**src/rtl/program_loader.sv**
```systemverilog
`default_nettype none
// ============================================================================
// Module   : program_loader
// Brief    : UART boot loader; writes a length-prefixed image into
//            instruction RAM, then releases the CPU. Optional trailer
//            checksum enabled by PROGRAM_LOADER_CHECKSUM_EN.
// Revision : 1.0 - initial release
// ============================================================================
module program_loader #(
  parameter int CLK_FREQ_HZ = 50000000,
  parameter int BAUD        = 115200,
  parameter int ADDR_WIDTH  = 16
) (
  input  logic                  clk,
  input  logic                  rst,
  input  logic                  uart_rx,
  input  logic                  data_access_fault_exception,
  output logic                  instruction_write,
  output logic [31:0]           instruction_in,
  output logic                  debug_enable,
  output logic                  load_done,
  output logic                  load_error,
  output logic [ADDR_WIDTH-2:0] words_loaded
);

  localparam int c_bit_ticks  = CLK_FREQ_HZ / BAUD;
  localparam int c_half_ticks = c_bit_ticks / 2;
  localparam int c_cnt_w      = $clog2(c_bit_ticks);
  localparam logic [c_cnt_w-1:0] c_bit_last  = c_cnt_w'(c_bit_ticks - 1);
  localparam logic [c_cnt_w-1:0] c_half_last = c_cnt_w'(c_half_ticks - 1);
  localparam logic [c_cnt_w-1:0] c_cnt_one   = c_cnt_w'(1);
  localparam logic [31:0]        c_max_words = 32'(2 ** (ADDR_WIDTH - 2));

  localparam logic [1:0] RX_IDLE  = 2'd0;
  localparam logic [1:0] RX_START = 2'd1;
  localparam logic [1:0] RX_DATA  = 2'd2;
  localparam logic [1:0] RX_STOP  = 2'd3;

  localparam logic [2:0] S_HDR_LO = 3'd0;
  localparam logic [2:0] S_HDR_HI = 3'd1;
  localparam logic [2:0] S_DATA   = 3'd2;
  localparam logic [2:0] S_RUN    = 3'd4;
  localparam logic [2:0] S_ERROR  = 3'd5;
`ifdef PROGRAM_LOADER_CHECKSUM_EN
  localparam logic [2:0] S_CHECK  = 3'd3;
  localparam logic [2:0] c_after_data = S_CHECK;
`else
  localparam logic [2:0] c_after_data = S_RUN;
`endif

  // Reset asserts asynchronously but releases on a clock edge.
  logic [1:0] r_rst_sync;
  logic       w_rst_n;

  always_ff @(posedge clk or negedge rst) begin
    if (!rst) r_rst_sync <= 2'b00;
    else      r_rst_sync <= {r_rst_sync[0], 1'b1};
  end

  assign w_rst_n = r_rst_sync[1];

  // ---------------------------------------------------------------- receiver
  logic [1:0]         r_rx_sync;
  logic               r_rx_prev;
  logic               w_rx;
  logic [1:0]         r_rx_state;
  logic [c_cnt_w-1:0] r_tick_cnt;
  logic [2:0]         r_bit_cnt;
  logic [7:0]         r_shift;
  logic               r_byte_valid;
  logic               r_frame_err;

  assign w_rx = r_rx_sync[1];

  always_ff @(posedge clk or negedge w_rst_n) begin
    if (!w_rst_n) begin
      r_rx_sync    <= 2'b11;
      r_rx_prev    <= 1'b1;
      r_rx_state   <= RX_IDLE;
      r_tick_cnt   <= '0;
      r_bit_cnt    <= '0;
      r_shift      <= '0;
      r_byte_valid <= 1'b0;
      r_frame_err  <= 1'b0;
    end else begin
      r_rx_sync    <= {r_rx_sync[0], uart_rx};
      r_rx_prev    <= w_rx;
      r_byte_valid <= 1'b0;
      r_frame_err  <= 1'b0;
      case (r_rx_state)
        RX_IDLE: begin
          if (r_rx_prev && !w_rx) begin
            r_rx_state <= RX_START;
            r_tick_cnt <= '0;
          end
        end
        RX_START: begin
          if (r_tick_cnt == c_half_last) begin
            r_tick_cnt <= '0;
            r_bit_cnt  <= '0;
            // A start bit that is already gone by mid-bit was a glitch.
            r_rx_state <= w_rx ? RX_IDLE : RX_DATA;
          end else begin
            r_tick_cnt <= r_tick_cnt + c_cnt_one;
          end
        end
        RX_DATA: begin
          if (r_tick_cnt == c_bit_last) begin
            r_tick_cnt <= '0;
            r_shift    <= {w_rx, r_shift[7:1]};
            r_bit_cnt  <= r_bit_cnt + 3'd1;
            if (r_bit_cnt == 3'd7) r_rx_state <= RX_STOP;
          end else begin
            r_tick_cnt <= r_tick_cnt + c_cnt_one;
          end
        end
        default: begin
          if (r_tick_cnt == c_bit_last) begin
            r_tick_cnt   <= '0;
            r_rx_state   <= RX_IDLE;
            r_byte_valid <= w_rx;
            r_frame_err  <= !w_rx;
          end else begin
            r_tick_cnt <= r_tick_cnt + c_cnt_one;
          end
        end
      endcase
    end
  end

  // ------------------------------------------------------------ loader FSM
  logic [2:0]            r_state;
  logic [2:0]            w_state_nxt;
  logic                  w_wr_nxt;
  logic [15:0]           r_n;
  logic [15:0]           w_hdr_n;
  logic [1:0]            r_byte_idx;
  logic [23:0]           r_word;
  logic                  r_wr;
  logic [31:0]           r_instr;
  logic [ADDR_WIDTH-2:0] r_words_loaded;
  logic [ADDR_WIDTH-2:0] w_words_inc;
  logic                  w_last_word;
  logic                  r_debug_enable;
  logic                  r_load_done;
  logic                  r_load_error;
`ifdef PROGRAM_LOADER_CHECKSUM_EN
  logic [7:0]            r_sum;
`endif

  assign w_hdr_n     = {r_shift, r_n[7:0]};
  assign w_words_inc = r_words_loaded + 1'b1;
  assign w_last_word = (32'(w_words_inc) == 32'(r_n));

  always_comb begin
    w_state_nxt = r_state;
    w_wr_nxt    = 1'b0;
    case (r_state)
      S_HDR_LO: if (r_byte_valid) w_state_nxt = S_HDR_HI;
      S_HDR_HI: begin
        if (r_byte_valid) begin
          if (w_hdr_n == 16'd0)                  w_state_nxt = c_after_data;
          else if (32'(w_hdr_n) > c_max_words)   w_state_nxt = S_ERROR;
          else                                   w_state_nxt = S_DATA;
        end
      end
      S_DATA: begin
        if (r_byte_valid && r_byte_idx == 2'd3) begin
          w_wr_nxt = 1'b1;
          if (w_last_word) w_state_nxt = c_after_data;
        end
      end
`ifdef PROGRAM_LOADER_CHECKSUM_EN
      S_CHECK: begin
        if (r_byte_valid) w_state_nxt = (r_shift == r_sum) ? S_RUN : S_ERROR;
      end
`endif
      S_RUN:   if (data_access_fault_exception) w_state_nxt = S_ERROR;
      S_ERROR: w_state_nxt = S_ERROR;
      default: w_state_nxt = S_ERROR;
    endcase
    // Line errors matter only while the image is still being received.
    if (r_frame_err && r_state != S_RUN && r_state != S_ERROR) begin
      w_state_nxt = S_ERROR;
    end
  end

  always_ff @(posedge clk or negedge w_rst_n) begin
    if (!w_rst_n) begin
      r_state        <= S_HDR_LO;
      r_n            <= '0;
      r_byte_idx     <= '0;
      r_word         <= '0;
      r_wr           <= 1'b0;
      r_instr        <= '0;
      r_words_loaded <= '0;
      r_debug_enable <= 1'b0;
      r_load_done    <= 1'b0;
      r_load_error   <= 1'b0;
`ifdef PROGRAM_LOADER_CHECKSUM_EN
      r_sum          <= '0;
`endif
    end else begin
      r_state <= w_state_nxt;
      r_wr    <= w_wr_nxt;
      if (r_state == S_HDR_LO && r_byte_valid) r_n[7:0]  <= r_shift;
      if (r_state == S_HDR_HI && r_byte_valid) r_n[15:8] <= r_shift;
      if (r_state == S_DATA && r_byte_valid) begin
        r_byte_idx <= r_byte_idx + 2'd1;
        case (r_byte_idx)
          2'd0:    r_word[7:0]   <= r_shift;
          2'd1:    r_word[15:8]  <= r_shift;
          2'd2:    r_word[23:16] <= r_shift;
          default: r_word        <= r_word;
        endcase
`ifdef PROGRAM_LOADER_CHECKSUM_EN
        r_sum <= r_sum + r_shift;
`endif
      end
      if (w_wr_nxt) begin
        r_instr        <= {r_shift, r_word};
        r_words_loaded <= w_words_inc;
      end
      // Run is granted one cycle after entering RUN and dropped on the fault edge.
      r_debug_enable <= (r_state == S_RUN) && (w_state_nxt == S_RUN);
      r_load_done    <= r_load_done | (r_state == S_RUN);
      r_load_error   <= r_load_error | (w_state_nxt == S_ERROR);
    end
  end

  assign instruction_write = r_wr;
  assign instruction_in    = r_instr;
  assign debug_enable      = r_debug_enable;
  assign load_done         = r_load_done;
  assign load_error        = r_load_error;
  assign words_loaded      = r_words_loaded;

endmodule
`default_nettype wire

```
**config.mk**
```make
export PLATFORM = sky130hd
export DESIGN_NAME = program_loader
export DESIGN_NICKNAME = d
export VERILOG_FILES = /design/src/rtl/program_loader.sv
export SDC_FILE = /design/constraint.sdc
export NUM_CORES = 1
export LEC_CHECK = 0
export ABC_CLOCK_PERIOD_IN_PS = 4200
export BUFFER_PORTS_ARGS = -buffer_cell sky130_fd_sc_hd__buf_2
export CORE_ASPECT_RATIO = 1.75
export CORE_UTILIZATION = 30
export CTS_CLUSTER_DIAMETER = 100
export DETAILED_ROUTE_END_ITERATION = 6
export PLACE_DENSITY = 0.43
export SLEW_MARGIN = 20
export SYNTH_ARGS = -nofsm -noshare
export SYNTH_HDL_FRONTEND = slang
export SYNTH_SLANG_ARGS = --single-unit
```
**constraint.sdc**
```tcl
create_clock -name clk -period 4.2 [get_ports clk]
set_input_delay 0.21 -clock clk [delete_from_list [all_inputs] [get_ports clk]]
set_output_delay 0.21 -clock clk [all_outputs]
set_load 0.05 [all_outputs]
```
==> impl_metrics.json <==
{
  "synth_edf_count": 0,
  "clkSlewWorstSetupHoldPaths_ps": 60,
  "place_inst": 806,
  "finalMaxSlewViolations": 0,
  "grt_use_met3": 0.02991,
  "top_usage_layer": "met2",
  "grt_max_degree": 57,
  "die_height_um": 184.9,
  "synth_top_area_cell": "dfrtp_1",
  "regArea_um2": 3136,
  "period_needed_ps": 2351,
  "yosysTopAreaCellShare": 0.5325,
  "vdd_ir_drop_max_uv": 196.9,
  "cp.required_ps": 4500,
  "slowest_stage": "dfrtp_1",
  "clockRootBuffer": "clkbuf_16",
  "viasPerCell": 4.876,
  "yosysWarnings": 0,
  "post-cts-setup-buffers": 0,
  "synth-main-ff-cell": "dfrtp_1",
  "hold_class": "input pin to asynchronous set/reset pin",
  "cp_top_family": "simple AND/OR/NAND/NOR gates",
  "worstPathCellList": "ha_1 -> nand4_4 -> nor4_2 -> mux2i_1 -> nor4_1 -> nand4_1 -> a21o_1",
  "grt_pass1_vias": 4229,
  "leakagePower_uw": 0.003494,
  "yosysUniqueCellTypes": 56,
  "critPathKind": "register to register",
  "place.gp.congestion": 0.8333,
  "met1_usage": 0.1639,
  "hold_viol_final": 0,
  "port_buffers": 54,
  "drtIter0Drc": 156,
  "max_clock_freq_mhz": 425.4,
  "grt_first_pass_wirelength_um": 22520,
  "clock-skew-final_ps": 7.924,
  "period_share": 0.5598,
  "cp-start-kind": "register",
  "cts.sinks": 125,
  "antenna_found_initial": 0,
  "syn-cell-area_um2": 5733,
  "ant_nets": 0,
  "max-clock-path-buffers": 2,
  "area.growth.synth_to_final_pct": 19.93,
  "numCtsBuffers": 17,
  "avgSynthCellArea_um2": 10.74,
  "final_cell_mix": "nand2_1, dfrtp_1, buf_2",
  "crit_buf_inv": 0,
  "cts_resized": 0,
  "slowest_delay_ps": 460,
  "wirelength_um": 13880,
  "syn-num-nets": 548,
  "grt_usage": 0.1501,
  "multi_input_area_um2": 2426,
  "vias": 4101,
  "dpl_cell_area_um2": 6242,
  "antenna_cells": 0,
  "met2_usage": 0.2771,
  "nNetsFinal": 604,
  "coreArea_um2": 18660,
  "rsz0062_at_grt": "no",
  "arrival_ps": 2650,
  "io_pins": 55,
  "tightest_slew_ps": 667.1,
  "final_common_cell": "nand2_1",
  "cts-htree-levels": 4,
  "fillers": 1920,
  "dp_hpwl_um": 9804,
  "clock_latency_ps": 410,
  "path_max_fanout": 9,
  "setup_viol": 0,
  "cts_tree": "yes",
  "status": "completed",
  "layout.cells.non_filler": 841,
  "maxCapViolations": 0,
  "grt-ovfl-total": 0,
  "synthArstFlopShare": 1.000,
  "synth_cells": 534,
  "synth_area_leaders": "dfrtp_1, mux2_2, nand2_1",
  "tns_ps": 0,
  "seq_area_frac_synth": 0.5463,
  "end_kind": "register",
  "first_pass_iters": 4,
  "drc": 0,
  "holdBufCountCts": 3,
  "avgRoutedWirePerCell_um": 16.50,
  "rows": 66,
  "die_area_um2": 19690,
  "initial_core_util": 0.3072,
  "synth_seq_cells": 125,
  "p_per_area_nw_per_um2": 427.6,
  "die_x_um": 106.5,
  "slew_headroom": 0.5544,
  "drive_above_1_share": 0.2587,
  "postLayoutCellArea_um2": 6875
}
-- metrics by stage --
step / power, µW / hold slack (ps) / setup WS (ps) / utilization
after CTS: 2973 / 85.14 / 1812 / 0.3681
after floorplan: 1430 / -85.59 / 464.9 / -
after global routing: 3060 / 100.6 / 1618 / 0.3684
after global placement: 1467 / -3.482 / 1912 / 0.3330
final: 2940 / 99.05 / 1849 / 0.3684
after detailed placement: 1477 / -3.599 / 1846 / 0.3345
-- logic make-up after synthesis --
family / share of synthesized area
buffers and inverters: 0.03143
adder cells (fa/ha/maj): 0.02182
AO/OA/AOI/OAI: 0.06242
AND/OR/NAND/NOR: 0.1840
other: 0.0006541
XOR/XNOR: 0.04583
flip-flops: 0.5463
multiplexers: 0.1076
-- power breakdown --
group	switching, µW	internal [µW]	leakage [µW]
clock network	584	902	0.000294
registers	70.5	1250	0.00169
logic	74.4	62.9	0.00151
total	729	2210	0.00349
-- metal layers --
layer | part of all wire | wire, µm | vias up
li1 | - | - | 1949
met1 | 0.41 | 5706 | 2057
met2 | 0.54 | 7524 | 74
met3 | 0.024 | 339 | 21
met4 | 0.022 | 306 | 0
met5 | 0 | 0 | -
-- cells in the mapped netlist (7+ instances only) --
| library cell | instances |
|---|---|
| nand2_1 | 124 |
| dfrtp_1 | 122 |
| mux2_2 | 49 |
| nor2_1 | 28 |
| xnor2_1 | 18 |
| inv_1 | 14 |
| o21ai_0 | 13 |
| clkbuf_1 | 12 |
| xor2_1 | 12 |
| nand3_1 | 11 |
| ha_1 | 10 |
| nor4_1 | 10 |
| a21oi_1 | 9 |
| buf_2 | 8 |
| nand4_1 | 7 |
-- path summary, 6_finish.rpt --
kind,start,to,slack (ps),cells past startpoint
worst min-delay path,rst,r_rst_sync[1]$_DFF_PN0_,100,2
max in group asynchronous,r_rst_sync[1]$_DFF_PN0_,r_rx_sync[0]$_DFF_PN1_,3210,1
min in group clk,r_rst_sync[0]$_DFF_PN0_,r_rst_sync[1]$_DFF_PN0_,350,0
worst min register to register,r_rst_sync[1]$_DFF_PN0_,r_word[20]$_DFFE_PN0P_,290,0
worst max-delay path,words_loaded[0]$_DFFE_PN0P_,r_state[1]$_DFF_PN0_,1850,7
worst max register to register,words_loaded[0]$_DFFE_PN0P_,r_state[1]$_DFF_PN0_,1850,7
-- cell type report --
class	count	area share
flip-flops and latches	125	0.4561
repair buffers	63	0.05314
clock inverters	14	0.02311
multi-input cells	369	0.3529
clock buffers	18	0.06388
well taps	238	0.04331
inverters	14	0.007643
-- worst reg2reg max path: cells and delay by family, from the launching register on --
family | cells | cell delay (ps)
adder cells (fa/ha/maj) | 1 | 410
multiplexers | 1 | 110
AO/OA/AOI/OAI | 1 | 230
AND/OR/NAND/NOR | 4 | 1030
flip-flops | 1 | 460
-- state kept, by name (all words and copies together) (netlist names), 2 cells and up --
name	count
r_state	3
r_word	24
r_rx_sync	2
r_byte_idx	2
r_rx_state	2
r_bit_cnt	3
r_rst_sync	2
r_shift	8
r_tick_cnt	9
words_loaded	15
r_n	16
instruction_in	32
Power figures use the tool's default switching activity.
